==> src/rtl/sram_responder_if.sv <==
// ---------------------------------------------------------------------------
// sram_responder_if
//
// Pin-level bundle of an asynchronous SRAM device. Every strobe is active-low.
//
// Signals:
//   address_pins   word address, driven by the controller
//   data_pins_in   write data, driven by the controller
//   OE / WE / CS   output enable, write enable, chip select (all low active)
//   data_pins_out  read data, driven by the memory
//   data_drive_en  high while the memory drives the data pins
//
// Modports:
//   master  the controller side: drives address, write data and strobes
//   slave   the memory side: drives read data and its drive enable
//
// The pins carry no handshake. The memory samples the strobes on every
// rising clock edge and acts on whatever level it sees there. Read data is
// valid whenever data_drive_en is high.
// ---------------------------------------------------------------------------
interface sram_responder_if #(
  parameter int ADDR_W = 8,
  parameter int DATA_W = 4
);
  logic [ADDR_W-1:0] address_pins;
  logic [DATA_W-1:0] data_pins_in;
  logic              OE;
  logic              WE;
  logic              CS;
  logic [DATA_W-1:0] data_pins_out;
  logic              data_drive_en;

  modport master (
    output address_pins,
    output data_pins_in,
    output OE,
    output WE,
    output CS,
    input  data_pins_out,
    input  data_drive_en
  );

  modport slave (
    input  address_pins,
    input  data_pins_in,
    input  OE,
    input  WE,
    input  CS,
    output data_pins_out,
    output data_drive_en
  );
endinterface

==> src/rtl/sram_responder.sv <==
// ---------------------------------------------------------------------------
// sram_responder
//
// Synthesizable stand-in for a (2**ADDR_W) x DATA_W asynchronous SRAM. It is
// the responding end of the SRAM pin interface. Strobes sampled on each
// rising clock edge turn into memory writes and read-data drive. The block
// also counts completed accesses and flags WE/OE conflicts.
//
// Ports:
//   clock          system clock; all state changes on the rising edge
//   reset          asynchronous, active-low reset
//   sram           slave end of the SRAM pin bundle
//   write_count    completed write accesses (saturating)
//   read_count     completed read accesses (saturating)
//   conflict       sticky; WE and OE were sampled low together with CS low
//   dbg_state      current FSM state, for observation only
//
// Read data is always mem[address_pins] and is purely combinational. Only
// data_drive_en decides whether the controller should treat it as valid.
// ---------------------------------------------------------------------------
module sram_responder #(
  parameter int ADDR_W       = 8,
  parameter int DATA_W       = 4,
  parameter int READ_LATENCY = 0,
  parameter int COUNT_W      = 16
) (
  input  logic               clock,
  input  logic               reset,
  sram_responder_if.slave    sram,
  output logic [COUNT_W-1:0] write_count,
  output logic [COUNT_W-1:0] read_count,
  output logic               conflict,
  output logic [1:0]         dbg_state
);

  localparam int DEPTH  = 2 ** ADDR_W;
  localparam int WAIT_W = 3;

  // Value loaded into the wait counter when a read is requested. With zero
  // latency there is no READ_WAIT state, and the constant is never used.
  localparam logic [WAIT_W-1:0] WAIT_INIT =
    (READ_LATENCY > 0) ? WAIT_W'(READ_LATENCY - 1) : '0;

  localparam logic               LAT0    = (READ_LATENCY == 0);
  localparam logic [COUNT_W-1:0] CNT_MAX = '1;

  typedef enum logic [1:0] {
    IDLE       = 2'd0,
    WRITE_HOLD = 2'd1,
    READ_WAIT  = 2'd2,
    READ_DRIVE = 2'd3
  } state_t;

  state_t              state_q, state_d;
  logic [WAIT_W-1:0]   wait_q, wait_d;
  logic [COUNT_W-1:0]  wcnt_q, wcnt_d;
  logic [COUNT_W-1:0]  rcnt_q, rcnt_d;
  logic                conflict_q, conflict_d;

  logic                commit;
  logic                wcnt_inc;
  logic                rcnt_inc;
  logic                conflict_set;

  logic [DATA_W-1:0]   mem [DEPTH];

  logic                cs_n;
  logic                we_n;
  logic                oe_n;

  assign cs_n = sram.CS;
  assign we_n = sram.WE;
  assign oe_n = sram.OE;

  // -------------------------------------------------------------------------
  // Next-state decode. A deselected chip (CS high) always returns to IDLE,
  // and that check comes before any other decision.
  // -------------------------------------------------------------------------
  always_comb begin
    state_d      = state_q;
    wait_d       = wait_q;
    commit       = 1'b0;
    wcnt_inc     = 1'b0;
    rcnt_inc     = 1'b0;
    conflict_set = 1'b0;

    if (cs_n) begin
      state_d = IDLE;
    end else begin
      case (state_q)
        IDLE: begin
          if (!we_n) begin
            // The write wins over a simultaneous OE. No read is started.
            commit       = 1'b1;
            wcnt_inc     = 1'b1;
            conflict_set = !oe_n;
            state_d      = WRITE_HOLD;
          end else if (!oe_n) begin
            if (LAT0) begin
              rcnt_inc = 1'b1;
              state_d  = READ_DRIVE;
            end else begin
              wait_d  = WAIT_INIT;
              state_d = READ_WAIT;
            end
          end
        end

        WRITE_HOLD: begin
          // One commit per WE pulse. A long pulse only waits here.
          if (we_n) begin
            state_d = IDLE;
          end
        end

        READ_WAIT: begin
          if (oe_n || !we_n) begin
            // An aborted read is not counted. WE during a wait is flagged
            // but is not written.
            conflict_set = !oe_n && !we_n;
            state_d      = IDLE;
          end else if (wait_q == '0) begin
            rcnt_inc = 1'b1;
            state_d  = READ_DRIVE;
          end else begin
            wait_d = wait_q - 1'b1;
          end
        end

        READ_DRIVE: begin
          if (oe_n) begin
            state_d = IDLE;
          end else if (!we_n) begin
            conflict_set = 1'b1;
            commit       = 1'b1;
            wcnt_inc     = 1'b1;
            state_d      = WRITE_HOLD;
          end
        end

        default: state_d = IDLE;
      endcase
    end
  end

  always_comb begin
    wcnt_d     = wcnt_q;
    rcnt_d     = rcnt_q;
    conflict_d = conflict_q | conflict_set;
    if (wcnt_inc && (wcnt_q != CNT_MAX)) begin
      wcnt_d = wcnt_q + 1'b1;
    end
    if (rcnt_inc && (rcnt_q != CNT_MAX)) begin
      rcnt_d = rcnt_q + 1'b1;
    end
  end

  // -------------------------------------------------------------------------
  // FSM, counters and the conflict flag.
  // -------------------------------------------------------------------------
  always_ff @(posedge clock or negedge reset) begin
    if (!reset) begin
      state_q    <= IDLE;
      wait_q     <= '0;
      wcnt_q     <= '0;
      rcnt_q     <= '0;
      conflict_q <= 1'b0;
    end else begin
      state_q    <= state_d;
      wait_q     <= wait_d;
      wcnt_q     <= wcnt_d;
      rcnt_q     <= rcnt_d;
      conflict_q <= conflict_d;
    end
  end

  // -------------------------------------------------------------------------
  // Storage. Reset does not clear it. Commits are blocked while reset is
  // held, because the FSM sits in IDLE then and would otherwise act on the
  // pins.
  // -------------------------------------------------------------------------
  always_ff @(posedge clock) begin
    if (commit && reset) begin
      mem[sram.address_pins] <= sram.data_pins_in;
    end
  end

  assign sram.data_pins_out = mem[sram.address_pins];

  // The drive comes straight from the pins so that it drops in the same
  // cycle that CS or OE rises or WE falls. With zero latency it is already
  // high in IDLE, the cycle the read request appears. Reset forces it low
  // at once.
  assign sram.data_drive_en = reset & !cs_n & !oe_n & we_n &
                              ((state_q == READ_DRIVE) |
                               (LAT0 & (state_q == IDLE)));

  assign write_count = wcnt_q;
  assign read_count  = rcnt_q;
  assign conflict    = conflict_q;
  assign dbg_state   = state_q;

endmodule

==> src/flat_wrapper.sv <==
// flat-port wrapper written by rule: the top's interface ports become plain ports
module sram_responder_flat 
#(
  parameter int ADDR_W       = 8,
  parameter int DATA_W       = 4,
  parameter int READ_LATENCY = 0,
  parameter int COUNT_W      = 16
)
  (clock, reset, write_count, read_count, conflict, dbg_state, sram_address_pins, sram_data_pins_in, sram_OE, sram_WE, sram_CS, sram_data_pins_out, sram_data_drive_en);
  sram_responder_if #(.ADDR_W(ADDR_W), .DATA_W(DATA_W)) sram_i ();
  input  logic clock;
  input  logic reset;
  output logic [COUNT_W-1:0] write_count;
  output logic [COUNT_W-1:0] read_count;
  output logic conflict;
  output logic [1:0] dbg_state;
  input wire logic [$bits(sram_i.address_pins)-1:0] sram_address_pins;
  input wire logic [$bits(sram_i.data_pins_in)-1:0] sram_data_pins_in;
  input wire logic [$bits(sram_i.OE)-1:0] sram_OE;
  input wire logic [$bits(sram_i.WE)-1:0] sram_WE;
  input wire logic [$bits(sram_i.CS)-1:0] sram_CS;
  output wire logic [$bits(sram_i.data_pins_out)-1:0] sram_data_pins_out;
  output wire logic [$bits(sram_i.data_drive_en)-1:0] sram_data_drive_en;
  assign sram_i.address_pins = sram_address_pins;
  assign sram_i.data_pins_in = sram_data_pins_in;
  assign sram_i.OE = sram_OE;
  assign sram_i.WE = sram_WE;
  assign sram_i.CS = sram_CS;
  assign sram_data_pins_out = sram_i.data_pins_out;
  assign sram_data_drive_en = sram_i.data_drive_en;
  sram_responder #(.ADDR_W(ADDR_W), .DATA_W(DATA_W), .READ_LATENCY(READ_LATENCY), .COUNT_W(COUNT_W)) u_core (.clock(clock), .reset(reset), .sram(sram_i), .write_count(write_count), .read_count(read_count), .conflict(conflict), .dbg_state(dbg_state));
endmodule
==> config.mk <==
export PLATFORM = sky130hd
export DESIGN_NAME = sram_responder_flat
export DESIGN_NICKNAME = d
export VERILOG_FILES = /design/src/rtl/sram_responder_if.sv /design/src/rtl/sram_responder.sv /design/src/flat_wrapper.sv
export SDC_FILE = /design/constraint.sdc
export NUM_CORES = 1
export LEC_CHECK = 0
export CAP_MARGIN = 20
export CORE_ASPECT_RATIO = 2
export CORE_MARGIN = 3
export CORE_UTILIZATION = 30
export DETAILED_ROUTE_END_ITERATION = 7
export MAX_ROUTING_LAYER = met4
export PLACE_DENSITY = 0.56
export SLEW_MARGIN = 5
export SYNTH_ARGS = -nofsm -noshare
export SYNTH_HDL_FRONTEND = slang
export SYNTH_SLANG_ARGS = --single-unit
export TNS_END_PERCENT = 50
==> constraint.sdc <==
create_clock -name clock -period 3.7 [get_ports clock]
set_input_delay 0.925 -clock clock [delete_from_list [all_inputs] [get_ports clock]]
set_output_delay 0.925 -clock clock [all_outputs]
set_load 0.01 [all_outputs]
After elaboration in Yosys (flattened, before gate mapping)
Memory sizes are Yosys's and may differ from the RTL's.
Index checks and enable logic that the tools add are counted.
{"block": "totals", "reg_bits": 38, "mem_bits_rw": 1024, "inputBits": 17, "output_inout_bits": 40, "elab_cells": 64, "n_memories": 1}
{"memory": "u_core.mem", "words": 256, "width": 4, "rd": 1, "rd_clocked_by_memory_dff": 0, "wr": 1, "line_no": "sram_responder.sv:65", "rtl": "logic [DATA_W-1:0] mem [DEPTH];"}
{"block": "classes", "n_addsub": 3, "eq_ne": 9, "n_mux": 25, "bitwise_logic": 9, "n_reduce_logical": 12}
{"op": "$add 16x1->16 const B", "count": 2}
{"op": "$ne 16x16->1 const B", "count": 2}
{"op": "$mux 2", "count": 8}
{"op": "$mux 1", "count": 13}
{"op": "$ne 4x4->1 const B", "count": 2}
{"op": "$pmux 2 s4", "count": 1}
{"op": "$reduce_and 4->1", "count": 2}
{"op": "$and 1x1->1", "count": 4}
{"op": "$eq 2x2->1 const B", "count": 2}
{"op": "$logic_and 1x1->1", "count": 4}
{"op": "$ne 4x2->1 const B", "count": 1}
{"op": "$pmux 1 s2", "count": 2}
{"op": "$logic_not 1->1", "count": 3}
{"op": "$logic_not 3->1", "count": 1}
{"op": "$ne 3x3->1 const B", "count": 1}
{"op": "$not 1->1", "count": 3}
{"op": "$pmux 1 s3", "count": 1}
{"op": "$sub 3x1->3 const B", "count": 1}
{"op": "$eq 2x1->1 const B", "count": 1}
{"op": "$logic_not 2->1", "count": 1}
{"op": "$or 1x1->1", "count": 2}
{"op": "$logic_or 1x1->1", "count": 1}

Logic depth before layout (Yosys ltp)
{"block": "logic_depth", "word_depth": 7, "ltp_mapped": 8}

Least setup slack after synthesis
No wires, ideal clock.
{"block": "synth_path", "path_kind": "input -> output", "startpoint": "in sram_address_pins[1]", "endpoint": "out sram_data_pins_out[0]", "t_arrival_ns": 2.789, "required_time_ns": 2.775, "path_slack_ns": -0.014, "stages": 8, "n_path_buf": 3, "path_cell_list": "buf_2 clkbuf_1 buf_1 mux4_2 a22oi_1 a21oi_1 o41ai_1 nand4_1"}
{"block": "synth_between", "elab_chain_len": 1}
{"element": "start, declared", "line_no": "flat_wrapper.sv:17", "rtl": "input wire logic [$bits(sram_i.address_pins)-1:0] sram_address_pins;"}
{"element": "$mem_v2 256x4"}
{"element": "end, declared", "line_no": "flat_wrapper.sv:22", "rtl": "output wire logic [$bits(sram_i.data_pins_out)-1:0] sram_data_pins_out;"}
No other way between the ends.

Final worst setup path
{"block": "layout_path", "startpoint": "in sram_address_pins[0]", "endpoint": "out sram_data_pins_out[2]"}
The elaborated chain is that of the path after synthesis.

==> summary.txt <==
Global route
  • Initial antenna violation count: 3
  • GRT Util Overall: 0.161
  • Gr ovfl total: 0
  • First-pass GRT wire length: 165 mm
  • Vias in the first global route: 24100
  • Largest net degree at the start of global routing: 114

Floorplanning
  • Die W: 270 um
  • Initial Util: 0.302
  • Die area: 144000 um2
  • Core box area: 138000 um2
  • # rows: 193
  • Ports: 57
  • Die H: 534 um

Synthesis
  • Most frequent cell after synthesis: edfxtp_1
  • #FFs+latches synth: 1062
  • Commonest cells post-synth: edfxtp_1, nor2_1, mux4_2, a22oi_1, clkbuf_1
  • Synth top area share: 0.736
  • Syn_nets: 2136
  • Synth cell types: 45
  • Ys async rst share: 0.0358
  • Top post-synthesis cells by area: edfxtp_1, mux4_2, nor2_1
  • Primary FF master, synth: edfxtp_1
  • EDFF count, synth: 1024
  • Post-synthesis sequential area ratio: 0.759
  • Cell count after synthesis: 2110
  • Syn. warnings: 0
  • Area leader, netlist: edfxtp_1
  • Synthesized cell area: 41800 um2
  • Syn_area_per_cell: 19.8 um2

Critical path
  • Worst Setup End Kind: output pin
  • Crit-path max FO: 5
  • Reg2Reg Depth: 9
  • Kind of critical path: primary input to output pin
  • Critical path required time: 2.77 ns
  • CP dominant cell by count: buf_4
  • Max incr delay on CP: 0.51 ns
  • Slowest cell on crit path: mux4_2
  • Crit start category: primary input
  • R2R setup slack: 0.67 ns
  • Critical Path AT: 3.31 ns
  • CP bufs+invs: 5
  • CP Depth: 10
  • CP cell instances: buf_16, buf_12, mux4_2, a22oi_1, buf_4, a21oi_1, o41ai_2, buf_4, nand4_1, buf_2
  • CP top delay family: buffers and inverters

Layout
  • Fillers: 12700
  • Ratio of cells with drive above 1 in the final layout: 0.351
  • Layout Nets: 2566
  • Area Growth Syn to Fin: 23.6%
  • Post-layout util: 0.374
  • Cell Count, Final, Fillers Out: 4471

Drt
  • DR WL met3: 4.91 mm
  • DR vias: 22200
  • Metal-1 WL: 38.8 mm
  • WL/cell: 25.5 um
  • Number of routed nets with antenna violations: 0
  • Post-route DRC: 0
  • Highest Signal Layer: met4
  • Routed wl met2: 64.1 mm
  • Initial DRT Pass Iterations: 5
  • 1st-iter DRT viols: 1616
  • Vias per cell: 4.96
  • DRT Wirelength: 114 mm

Placed design
  • Port bufs: 56
  • HPWL Detailed: 74.5 mm
  • Routability Congestion: 0.885
  • Dpl cells: 4268
  • Setup slack at placement: -1.50 ns

Clock network
  • Clock sinks: 1062
  • Cts bufs inserted: 91
  • CTS max path bufs: 3
  • Hold_buf cts: 0
  • H-Tree Level Count: 3
  • Root Driver: clkbuf_16
  • CTS tree: built
  • Clock-pin slew on the worst setup and hold paths: 0.06 ns
  • Skew-Pair Late Insertion Delay: 0.68 ns

STA
  • Slew headroom: 0.515
  • Final count of negative-setup-slack endpoints: 4
  • Endpoints failing hold: 0
  • Setup WS post-layout: -0.533 ns
  • Max-slew violations: 0
  • Fin crit period: 4.23 ns
  • Max Clock Skew: 0.0151 ns
  • RSZ-0062 raised after global routing: true
  • Worst slew pin tran: 0.727 ns
  • Tcrit/Tclk final: 1.14
  • Max Freq: 0.236 GHz

Pwr
  • Power density cells: 485 nW/um2
  • VDD IR max: 0.333 mV
  • Leak Pwr: 0.0166 uW
  • Total power: 25000 uW

Worst hold path
  • HP Class: primary input to asynchronous set/reset pin

Flow run
  • MaxCap Viol Count: 0

Status
  • Failing checks: negative setup slack
  • Outcome: complete, but fails checks
what timing repair did:
action                     4_1_cts  5_1_grt
setup endpoints to repair        4        4
gates resized for setup        122       28
buffers inserted                21        3
gates cloned                     7        0
pin swaps                       21       18
hold endpoints to repair         0        0
power breakdown:
group          switching, uW  internal (uW)
Combinational           1000            796
Sequential              71.7          13200
Clock                   4420           5480
sequential cells by signal (all words and copies together), names as in the netlist:
name	cells
u_core.mem	1024
u_core.conflict	1
u_core.write_count	16
u_core.dbg_state	2
u_core.read_count	16
u_core.wait_q	3
area by class of cell:
| type | count | area (um2) | area share |
|---|---|---|---|
| Antenna cell | 4 | 10.0 | 0.000194 |
| Multi-Input combinational cell | 907 | 9890 | 0.192 |
| Sequential cell | 1062 | 31700 | 0.614 |
| Tap cell | 1852 | 2320 | 0.0449 |
| Inverter | 7 | 26.3 | 0.000509 |
| Timing Repair Buffer | 471 | 4560 | 0.0883 |
| Clock inverter | 60 | 723 | 0.0140 |
| Clock buffer | 108 | 2360 | 0.0458 |
worst paths after layout:
kind                                       from                endpoint
max in group asynchronous                 reset  u_core.write_count[10]
hold / removal                            reset   u_core.read_count[10]
setup reg to reg            u_core.dbg_state[1]      u_core.mem[180][2]
setup / recovery           sram_address_pins[0]   sram_data_pins_out[2]
min in group clock              u_core.conflict         u_core.conflict
hold reg to reg                 u_core.conflict         u_core.conflict
metal layers:
layer / vias to the layer above / GRT usage
met5: - / -
met3: 261 / 0.0201
met4: 0 / 0.0752
li1: 9476 / -
met1: 11700 / 0.163
met2: 721 / 0.307
placed cells by master, fill, tap and decap left out, types with 5 or more instances in the layout:
cell type,synthesis,final
inv_6,0,9
nand3_1,12,12
and3_1,5,5
buf_4,6,346
clkdlybuf4s50_1,0,43
a22oi_2,0,47
xnor2_1,17,17
nor2_1,272,271
clkinv_2,0,13
o41ai_2,2,12
dfrtp_1,38,38
edfxtp_1,1024,1024
buf_16,0,9
a21oi_2,0,32
buf_12,0,46
clkbuf_1,87,16
clkinv_1,0,15
buf_6,11,14
nor2b_1,8,6
ha_1,9,9
nor3_1,5,5
clkbuf_16,0,92
mux4_2,249,250
mux4_1,7,6
xor2_1,14,14
a21oi_1,68,35
bufinv_16,0,12
nand4_1,12,12
buf_2,15,5
nand2_1,45,45
a22oi_1,128,81
inv_1,7,7
cells by family (layout without fill, tap and decap cells):
| group | after synthesis | in the layout | synth area share |
|---|---|---|---|
| AO/OA/AOI/OAI | 223 | 223 | 0.0368 |
| XOR/XNOR | 31 | 31 | 0.00650 |
| adder cells (fa/ha/maj) | 9 | 9 | 0.00270 |
| buffers and inverters | 141 | 646 | 0.0162 |
| flip-flops | 1062 | 1062 | 0.759 |
| multiplexers | 261 | 261 | 0.140 |
| other | 0 | 4 | 0 |
| AND/OR/NAND/NOR | 383 | 383 | 0.0386 |
per-stage QoR:
stage / TNS, ns / cell area, um2 / hold slack, ns
after floorplan: 0 / 41800 / 0.450
after global placement: -5.95 / 47400 / 0.469
after detailed placement: -5.73 / 47400 / 0.468
after CTS: -2.22 / 51400 / 0.143
after global routing: -2.28 / 51600 / 0.169
final: -2.06 / 51600 / 0.188
No activity file was read; power rests on OpenSTA's default activity.
